**src/rtl/gates_pkg.sv**
```systemverilog
// Shared constants and types for the gates block and its built-in self-test.
package gates_pkg;

  localparam int unsigned Z_W         = 8;
  localparam int unsigned NUM_VECTORS = 4;
  localparam int unsigned VEC_W       = 2;

  // Output bit positions on gates.Z_out
  typedef enum int unsigned {
    Z_AND  = 0,
    Z_OR   = 1,
    Z_NAND = 2,
    Z_NOR  = 3,
    Z_XOR  = 4,
    Z_XNOR = 5,
    Z_NOTA = 6,
    Z_NOTB = 7
  } z_bit_e;

  // Gray-ordered stimulus: (0,0) (0,1) (1,1) (1,0), element [v] is vector v
  localparam logic [NUM_VECTORS-1:0] VEC_A = 4'b1100;
  localparam logic [NUM_VECTORS-1:0] VEC_B = 4'b0110;
  localparam logic [NUM_VECTORS-1:0][Z_W-1:0] EXP_Z = {8'h96, 8'h23, 8'h56, 8'hEC};

  typedef enum logic [1:0] {
    ST_IDLE,
    ST_DRIVE,
    ST_SAMPLE,
    ST_DONE
  } state_e;

  typedef struct packed {
    logic           a;
    logic           b;
    logic [Z_W-1:0] z;
  } vec_t;

endpackage

```
**src/rtl/gates_golden.sv**
```systemverilog
// Golden stimulus/response lookup: vector index -> {a, b, expected Z}.
module gates_golden
  import gates_pkg::*;
(
  input  logic [VEC_W-1:0] idx,
  output vec_t             vec_c
);

  always_comb begin
    vec_c.a = VEC_A[idx];
    vec_c.b = VEC_B[idx];
    vec_c.z = EXP_Z[idx];
  end

endmodule

```
**src/rtl/gates_bist.sv**
```systemverilog
// Self-test sequencer: walks the four input vectors through gates, samples Z
// after a settle time and accumulates pass/fail, mismatch mask and error count.
module gates_bist
  import gates_pkg::*;
#(
  parameter int unsigned SETTLE_CYCLES = 4
) (
  input  logic             clk_in,
  input  logic             rst_in,
  input  logic             start_in,
  input  logic [Z_W-1:0]   z_in,
  output logic             a_out,
  output logic             b_out,
  output logic             busy_out,
  output logic             done_out,
  output logic             result_valid_out,
  output logic             pass_out,
  output logic [Z_W-1:0]   fail_mask_out,
  output logic [2:0]       err_count_out,
  output logic [VEC_W-1:0] first_fail_out
);

  localparam int unsigned      CNT_W    = $clog2(SETTLE_CYCLES + 1);
  localparam logic [CNT_W-1:0] CNT_LAST = CNT_W'(SETTLE_CYCLES - 1);
  localparam logic [VEC_W-1:0] IDX_LAST = VEC_W'(NUM_VECTORS - 1);

  state_e            state, state_nxt;
  logic [CNT_W-1:0]  cnt, cnt_nxt;
  logic [VEC_W-1:0]  idx, idx_nxt;
  logic [Z_W-1:0]    exp_z;
  vec_t              nxt_vec_c;

  logic              a_nxt, b_nxt, busy_nxt, done_nxt, rv_nxt, pass_nxt;
  logic [Z_W-1:0]    fail_mask_nxt, mism_c;
  logic [2:0]        err_nxt;
  logic [VEC_W-1:0]  first_fail_nxt;

  // Golden lookup indexed by the upcoming vector so pins and reference load together
  gates_golden u_golden (
    .idx   (idx_nxt),
    .vec_c (nxt_vec_c)
  );

  always_comb begin
    state_nxt      = state;
    cnt_nxt        = cnt;
    idx_nxt        = idx;
    mism_c         = '0;
    fail_mask_nxt  = fail_mask_out;
    err_nxt        = err_count_out;
    first_fail_nxt = first_fail_out;
    pass_nxt       = pass_out;
    rv_nxt         = result_valid_out;

    case (state)
      ST_IDLE: begin
        if (start_in) begin
          state_nxt      = ST_DRIVE;
          cnt_nxt        = '0;
          idx_nxt        = '0;
          fail_mask_nxt  = '0;
          err_nxt        = '0;
          first_fail_nxt = '0;
          pass_nxt       = 1'b0;
          rv_nxt         = 1'b0;
        end
      end
      ST_DRIVE: begin
        if (cnt == CNT_LAST) state_nxt = ST_SAMPLE;
        else                 cnt_nxt   = cnt + CNT_W'(1);
      end
      ST_SAMPLE: begin
        mism_c        = z_in ^ exp_z;
        fail_mask_nxt = fail_mask_out | mism_c;
        if (|mism_c) begin
          err_nxt = err_count_out + 3'd1;
          if (err_count_out == 3'd0) first_fail_nxt = idx;
        end
        if (idx == IDX_LAST) begin
          state_nxt = ST_DONE;
        end else begin
          state_nxt = ST_DRIVE;
          idx_nxt   = idx + VEC_W'(1);
          cnt_nxt   = '0;
        end
      end
      ST_DONE: state_nxt = ST_IDLE;
      default: state_nxt = ST_IDLE;
    endcase

    // Results are published on entry to DONE so they are visible during it
    if (state_nxt == ST_DONE) begin
      pass_nxt = (err_nxt == 3'd0);
      rv_nxt   = 1'b1;
    end

    busy_nxt = (state_nxt != ST_IDLE);
    done_nxt = (state_nxt == ST_DONE);
    a_nxt    = ((state_nxt == ST_DRIVE) || (state_nxt == ST_SAMPLE)) && nxt_vec_c.a;
    b_nxt    = ((state_nxt == ST_DRIVE) || (state_nxt == ST_SAMPLE)) && nxt_vec_c.b;
  end

  always_ff @(posedge clk_in) begin
    if (rst_in) begin
      state            <= ST_IDLE;
      cnt              <= '0;
      idx              <= '0;
      exp_z            <= '0;
      a_out            <= 1'b0;
      b_out            <= 1'b0;
      busy_out         <= 1'b0;
      done_out         <= 1'b0;
      result_valid_out <= 1'b0;
      pass_out         <= 1'b0;
      fail_mask_out    <= '0;
      err_count_out    <= '0;
      first_fail_out   <= '0;
    end else begin
      state            <= state_nxt;
      cnt              <= cnt_nxt;
      idx              <= idx_nxt;
      exp_z            <= nxt_vec_c.z;
      a_out            <= a_nxt;
      b_out            <= b_nxt;
      busy_out         <= busy_nxt;
      done_out         <= done_nxt;
      result_valid_out <= rv_nxt;
      pass_out         <= pass_nxt;
      fail_mask_out    <= fail_mask_nxt;
      err_count_out    <= err_nxt;
      first_fail_out   <= first_fail_nxt;
    end
  end

endmodule
```
**config.mk**
```make
export PLATFORM = sky130hd
export DESIGN_NAME = gates_bist
export DESIGN_NICKNAME = d
export VERILOG_FILES = /design/src/rtl/gates_pkg.sv /design/src/rtl/gates_golden.sv /design/src/rtl/gates_bist.sv
export SDC_FILE = /design/constraint.sdc
export NUM_CORES = 1
export LEC_CHECK = 0
export BUFFER_PORTS_ARGS = -buffer_cell sky130_fd_sc_hd__buf_4
export CORE_MARGIN = 1
export CORE_UTILIZATION = 45
export CTS_CLUSTER_DIAMETER = 60
export CTS_CLUSTER_SIZE = 14
export DETAILED_ROUTE_END_ITERATION = 16
export PLACE_DENSITY = 0.68
export REMOVE_ABC_BUFFERS = 1
export SLEW_MARGIN = 20
export SYNTH_ARGS = -nofsm -noshare
export SYNTH_HDL_FRONTEND = slang
export SYNTH_SLANG_ARGS = --single-unit
```
**constraint.sdc**
```tcl
create_clock -name clk_in -period 4.6 [get_ports clk_in]
set_input_delay 0.69 -clock clk_in [delete_from_list [all_inputs] [get_ports clk_in]]
set_output_delay 0.69 -clock clk_in [all_outputs]
set_load 0.02 [all_outputs]
```
==> results.toml, run 1 <==
[run_status]
status = "complete, but fails checks"
violations = "design-rule violations"

[die]
ios = 30
die_h_um = 57.9
start_util_pct = 49.3
die-area_sq_um = 3360
rows = 19
die_width_um = 57.9
core-area_sq_um = 2850

[timing]
finalSetupTns_ns = 0
slew_violations = 0
tightest_slew_ns = 0.639
worst_slack_ns = 2.36
fmax_mhz = 447
finalCritPeriodShare_pct = 48.6
max_slew_margin_pct = 57.3
hold_violations = 0
whs_ns = 0.468
skew_ns = 0.00531
rsz0062_at_grt = "false"
period_minus_slack_ns = 2.24
setup_viol = 0

[finish]
stdcell_count = 212
final_util_pct = 60.2
drive_above_1_share_pct = 23.8
area_delta_synth_final_pct = 22.0
nets = 201
fin_area_sq_um = 1720
antennaDiodeCount = 0

[cts]
cts-root-buf = "clkbuf_4"
clk_latency_ns = 0.32
numCtsBuffers = 5
post_cts_resized = 0
cts_setup_buffers = 0
cts_buffer_depth = 2
cts.sinks = 33
clk_pin_slew_ns = 0.10
hold_buffers = 0
cts_tree = "done"
ctsHtreeMaxLevel = 2

[global_routing]
grt_pass1_wl_um = 4240
antenna_found_initial = 0
track_usage_pct = 16.8
grt_pass1_vias = 955
grt_overflow = 0
grt_max_degree = 23

[worst_setup_path]
cp_data_arrival_time_ns = 2.45
worst-setup-path-type = "flop to flop"
cp_max_fo = 9
cp.required_ns = 4.81
regToRegSetupSlack_ns = 2.36
crit_chain = "nor2b_1 -> a21oi_1 -> nor2_1 -> inv_1 -> ha_1 -> nor2b_1 -> or2_2"
slowest_stage = "nor2b_1"
max_stage_delay_ns = 0.57
crit_top_cell = "nor2b_1"
cp-start-kind = "flop"
endpoint_kind = "flop"

[route]
avgRoutedWirePerCell_um = 12.1
routed_wl_um = 2570
drt_iter0_drc = 46
antenna_left = 0
vias_per_cell = 5.21
firstDrtPassIters = 10
via_count = 1105
drc_errors = 3

[place]
hpwl_um = 1940
dp.cells = 204
place_area_sq_um = 1650
portBuffers = 29
dp_slack_ns = 2.40
place_congestion = 0.813

[logic_synthesis]
yosysSeqAreaShare_pct = 46.9
ys_types = 30
synthFlopType = "dfxtp_1"
syn_inst = 148
synth.ff_latch_count = 33
yosysWarnings = 0
synth_edf_count = 0
synth_area_per_cell_sq_um = 9.51
syn_area_sq_um = 1410
synthArstFlopShare_pct = 0

[flow_run]
drv_cap = 0

[power_and_ir_drop]
power.leakage_nw = 0.758
peakVddDrop_v = 0.000206
total_power_mw = 0.516
power_density_nw_per_um2 = 300

[worst_hold_path]
worst_hold_path_type = "flop to flop"
==> worst paths after layout <==
kind | startpoint | end | cells past startpoint
max reg2reg | state[1]$_SDFF_PP0_ | exp_z[5]$_SDFF_PP0_ | 7
min | result_valid_out$_SDFFE_PP0P_ | result_valid_out$_SDFFE_PP0P_ | 1
min reg2reg | result_valid_out$_SDFFE_PP0P_ | result_valid_out$_SDFFE_PP0P_ | 1
max | state[1]$_SDFF_PP0_ | exp_z[5]$_SDFF_PP0_ | 7
==> cell usage after synthesis, drive strengths merged (2+ instances only) <==
library cell,n,area (sq um)
a31oi,2,12.5
buf,3,12.5
nor4,2,42.5
nand2b,3,18.8
dfxtp,33,661
nor3b,2,15.0
a32o,3,30.0
o31ai,2,15.0
nand2,4,15.0
ha,10,125
nor2b,8,50.1
xor2,8,70.1
inv,7,26.3
nor2,31,116
a21oi,18,105
==> where the power goes <==
part	internal (mW)	switching [mW]
clock network	0.0886	0.0914
logic	0.0173	0.0254
registers	0.290	0.00303
==> cell type report <==
cell class	count	area, sq um
fill	253	1130
multi-input combinational	104	704
sequential	33	661
timing repair buffer	29	218
clock buffer	7	65.1
tap	31	38.8
inverter	7	26.3
clock inverter	1	5.00
==> registers in the layout (all words and copies together), names as in the netlist, 2 cells and up <==
| signal | flops |
|---|---|
| state | 2 |
| first_fail_out | 2 |
| cnt | 3 |
| idx | 2 |
| err_count_out | 3 |
| fail_mask_out | 8 |
| exp_z | 7 |
==> logic make-up after synthesis <==
kind of cell | after synthesis | synth area share, %
compound gates | 31 | 15.2
xor+xnor | 8 | 4.98
fa+ha+maj | 10 | 8.89
buf+inv | 11 | 3.02
flops | 33 | 46.9
mux | 1 | 0.711
simple gates | 54 | 20.3
==> cell usage in the layout, fill, tap and decap left out <==
| cell type | netlist | final |
|---|---|---|
| mux2i_1 | 1 | 1 |
| nor2b_1 | 8 | 8 |
| o21ai_0 | 1 | 1 |
| or3b_1 | 1 | 1 |
| a21oi_4 | 1 | 1 |
| nor3b_1 | 2 | 2 |
| buf_4 | 0 | 29 |
| nor2_1 | 31 | 31 |
| or2_2 | 1 | 1 |
| a32o_1 | 3 | 3 |
| a211oi_1 | 1 | 1 |
| a22oi_1 | 1 | 1 |
| dfxtp_1 | 33 | 33 |
| o32ai_1 | 1 | 1 |
| a21oi_1 | 16 | 16 |
| clkinv_2 | 0 | 1 |
| clkbuf_8 | 0 | 2 |
| xor2_1 | 8 | 8 |
| a2bb2oi_2 | 1 | 1 |
| nor4_4 | 2 | 2 |
| or3_1 | 1 | 1 |
| a21o_1 | 1 | 1 |
| o31ai_1 | 2 | 2 |
| a21oi_2 | 1 | 1 |
| inv_1 | 7 | 7 |
| nand2_1 | 4 | 4 |
| and2_1 | 1 | 1 |
| ha_1 | 10 | 10 |
| clkbuf_4 | 0 | 5 |
| nand2b_1 | 3 | 3 |
| a31oi_1 | 2 | 2 |
==> critical path, delay by kind of cell (launching register included) <==
kind	cells	cell delay, ns
buffers and inverters	1	0.10
and+or+nand+nor	4	1.22
DFF	1	0.45
adders and majority gates	1	0.18
AOI/OAI and AO/OA	1	0.19
==> routing by layer <==
| layer | wire, um | share of wire [%] | vias up | GRT usage [%] |
|---|---|---|---|---|
| met1 | 1240 | 48 | 506 | 21.4 |
| met4 | 41 | 1.6 | 0 | 7.14 |
| met2 | 1170 | 45 | 29 | 26.6 |
| met5 | 0 | 0 | - | 0 |
| li1 | - | - | 565 | - |
| met3 | 125 | 4.9 | 5 | 4.69 |
No activity file was read; power rests on OpenSTA's default activity.
==> inputs of run 2 (changes only) <==
==> constraint.sdc (replaced) <==
create_clock -name clk_in -period 2.2 [get_ports clk_in]
set_input_delay 0.33 -clock clk_in [delete_from_list [all_inputs] [get_ports clk_in]]
set_output_delay 0.33 -clock clk_in [all_outputs]
set_load 0.02 [all_outputs]
==> run 2 against run 1 <==
Net effect:
- clock skew rose by 0.012 ns
- critical path depth rose by 2
- wire length rose by 5.9%
- largest power group unchanged
- via count barely moved
- the flow still finishes with violations (design-rule violations)
- power rose by 100%
- clock-buffer cell count did not move
- hold slack got worse by 0.16 ns
- combinational power rose by 120%
- final cell count rose by 0.47%
- cell area rose by 0.29%
- clock power rose by 88%
- flip-flop and latch count did not move
==> results.toml, run 2 (synthesized netlist as in run 1, its figures left out) <==
[power_and_ir_drop]
power_density_nw_per_um2 = 606
total_power_mw = 1.04
power.leakage_nw = 0.759
switching_share_pct = 23.8
combPwrFrac_pct = 8.8
p_sw_mw = 0.249
seqPwrFrac_pct = 58.7
peakVddDrop_v = 0.000417
p_int_mw = 0.796
clkPwrFrac_pct = 32.5

[cts]
cts_tree = "done"
cts.sinks = 33
numCtsBuffers = 5
cts_setup_buffers = 0
clk_latency_ns = 0.34
cts-root-buf = "clkbuf_4"
ctsHtreeMaxLevel = 2
cts_buffer_depth = 2
clk_pin_slew_ns = 0.11

[timing]
finalSetupTns_ns = 0
rsz0062_at_grt = "false"
max_slew_margin_pct = 69.5
setup_viol = 0
tightest_slew_ns = 0.458
period_minus_slack_ns = 1.90
fmax_mhz = 525
hold_violations = 0
slew_violations = 0
whs_ns = 0.310
finalCritPeriodShare_pct = 86.6
skew_ns = 0.0168

[finish]
reg.largest.list = "fail_mask_out (8), exp_z (7)"
area_delta_synth_final_pct = 22.4
nets = 203
drive_above_1_share_pct = 24.7
largest_reg_flops = 8
antennaDiodeCount = 0
largest_register = "fail_mask_out"
layout_commonest_cell = "dfxtp_1"
fin_area_sq_um = 1720
final_cell_mix = "33 x dfxtp_1, 31 x nor2_1, 31 x buf_4"

[global_routing]
grt_pass1_vias = 1071
grt_overflow = 0
antenna_found_initial = 0
grt_pass1_wl_um = 4820
grt_max_degree = 23
track_usage_pct = 19.4

[route]
via_count = 1104
drt_iter0_drc = 38
routed_wl_um = 2730
avgRoutedWirePerCell_um = 12.8
drc_errors = 3
firstDrtPassIters = 10
antenna_left = 0
vias_per_cell = 5.18

[flow_run]
drv_cap = 0

[worst_hold_path]
worst_hold_path_type = "input pin to flop"

[place]
hpwl_um = 1980
place_area_sq_um = 1660
place_congestion = 0.736
portBuffers = 29

[run_status]
violations = "design-rule violations"
status = "complete, but fails checks"

[worst_setup_path]
cp_max_fo = 3
cp-start-kind = "flop"
endpoint_kind = "flop"
cp.required_ns = 2.45
worst-setup-path-type = "flop to flop"
cp_data_arrival_time_ns = 2.16

[die]
die-area_sq_um = 3360
rows = 19
die_h_um = 57.9
core-area_sq_um = 2850
ios = 30
die_width_um = 57.9
start_util_pct = 49.3
-- run 2: changes by cell type in the layout (fill, tap and decap cells not counted), sizes merged --
| cell | before | now |
|---|---|---|
| buf | 29 | 31 |
| clkinv | 1 | 0 |
-- run 2: cell type report --
| cell class | instances | area [sq um] |
|---|---|---|
| fillers | 253 | 1130 |
| multi-input cells | 104 | 709 |
| flip-flops and latches | 33 | 661 |
| repair buffers | 31 | 233 |
| clock buffers | 7 | 55.1 |
| well taps | 31 | 38.8 |
| inverters | 7 | 26.3 |
-- run 2: power groups by stage --
stage               clock (mW)  sequential (mW)  combinational [mW]
finish                   0.339            0.614              0.0920
floorplan                    0            0.628              0.0528
detailed placement           0            0.628              0.0923
global route             0.383            0.615               0.102
CTS                      0.351            0.614              0.0927
global placement             0            0.627              0.0901
-- run 2: final timing paths --
path / startpoint / to / slack, ns / cells after the start
hold reg to reg: fail_mask_out[6]$_SDFFE_PP0P_ / fail_mask_out[6]$_SDFFE_PP0P_ / 0.48 / 2
hold / removal: rst_in / err_count_out[1]$_SDFF_PP0_ / 0.31 / 2
setup reg to reg: cnt[0]$_SDFFE_PP0P_ / pass_out$_SDFFE_PP0P_ / 0.30 / 9
setup / recovery: cnt[0]$_SDFFE_PP0P_ / pass_out$_SDFFE_PP0P_ / 0.30 / 9
-- run 2: stage by stage --
stage               setup slack, ns  util [%]  instances
floorplan                     0.306         -        144
global placement              0.396      58.3        206
detailed placement            0.249      58.3        206
CTS                           0.232      60.2        213
global route                 0.0561      60.4        213
finish                        0.295      60.4        213
-- run 2: per-layer routing --
layer	global-route usage (%)	wire length [um]	vias up
met1	24.2	1290	510
met3	5.36	136	5
met5	0	0	-
met2	30.0	1250	28
li1	-	-	561
met4	11.2	53	0
-- run 2: critical path, cell delays in order (launching register included) --
cell and delay [ns]:
dfxtp_1 0.34, ha_1 0.20, ha_1 0.21, nor2b_1 0.19, nor2_1 0.10, inv_1 0.06, ha_1 0.17, nor2b_2 0.20
o31ai_1 0.09, o32ai_1 0.25
-- run 2: timing repair --
action,in CTS,in global routing
setup endpoints to repair,0,1
hold buffers,0,0
gates resized for setup,0,2
hold endpoints to repair,0,0
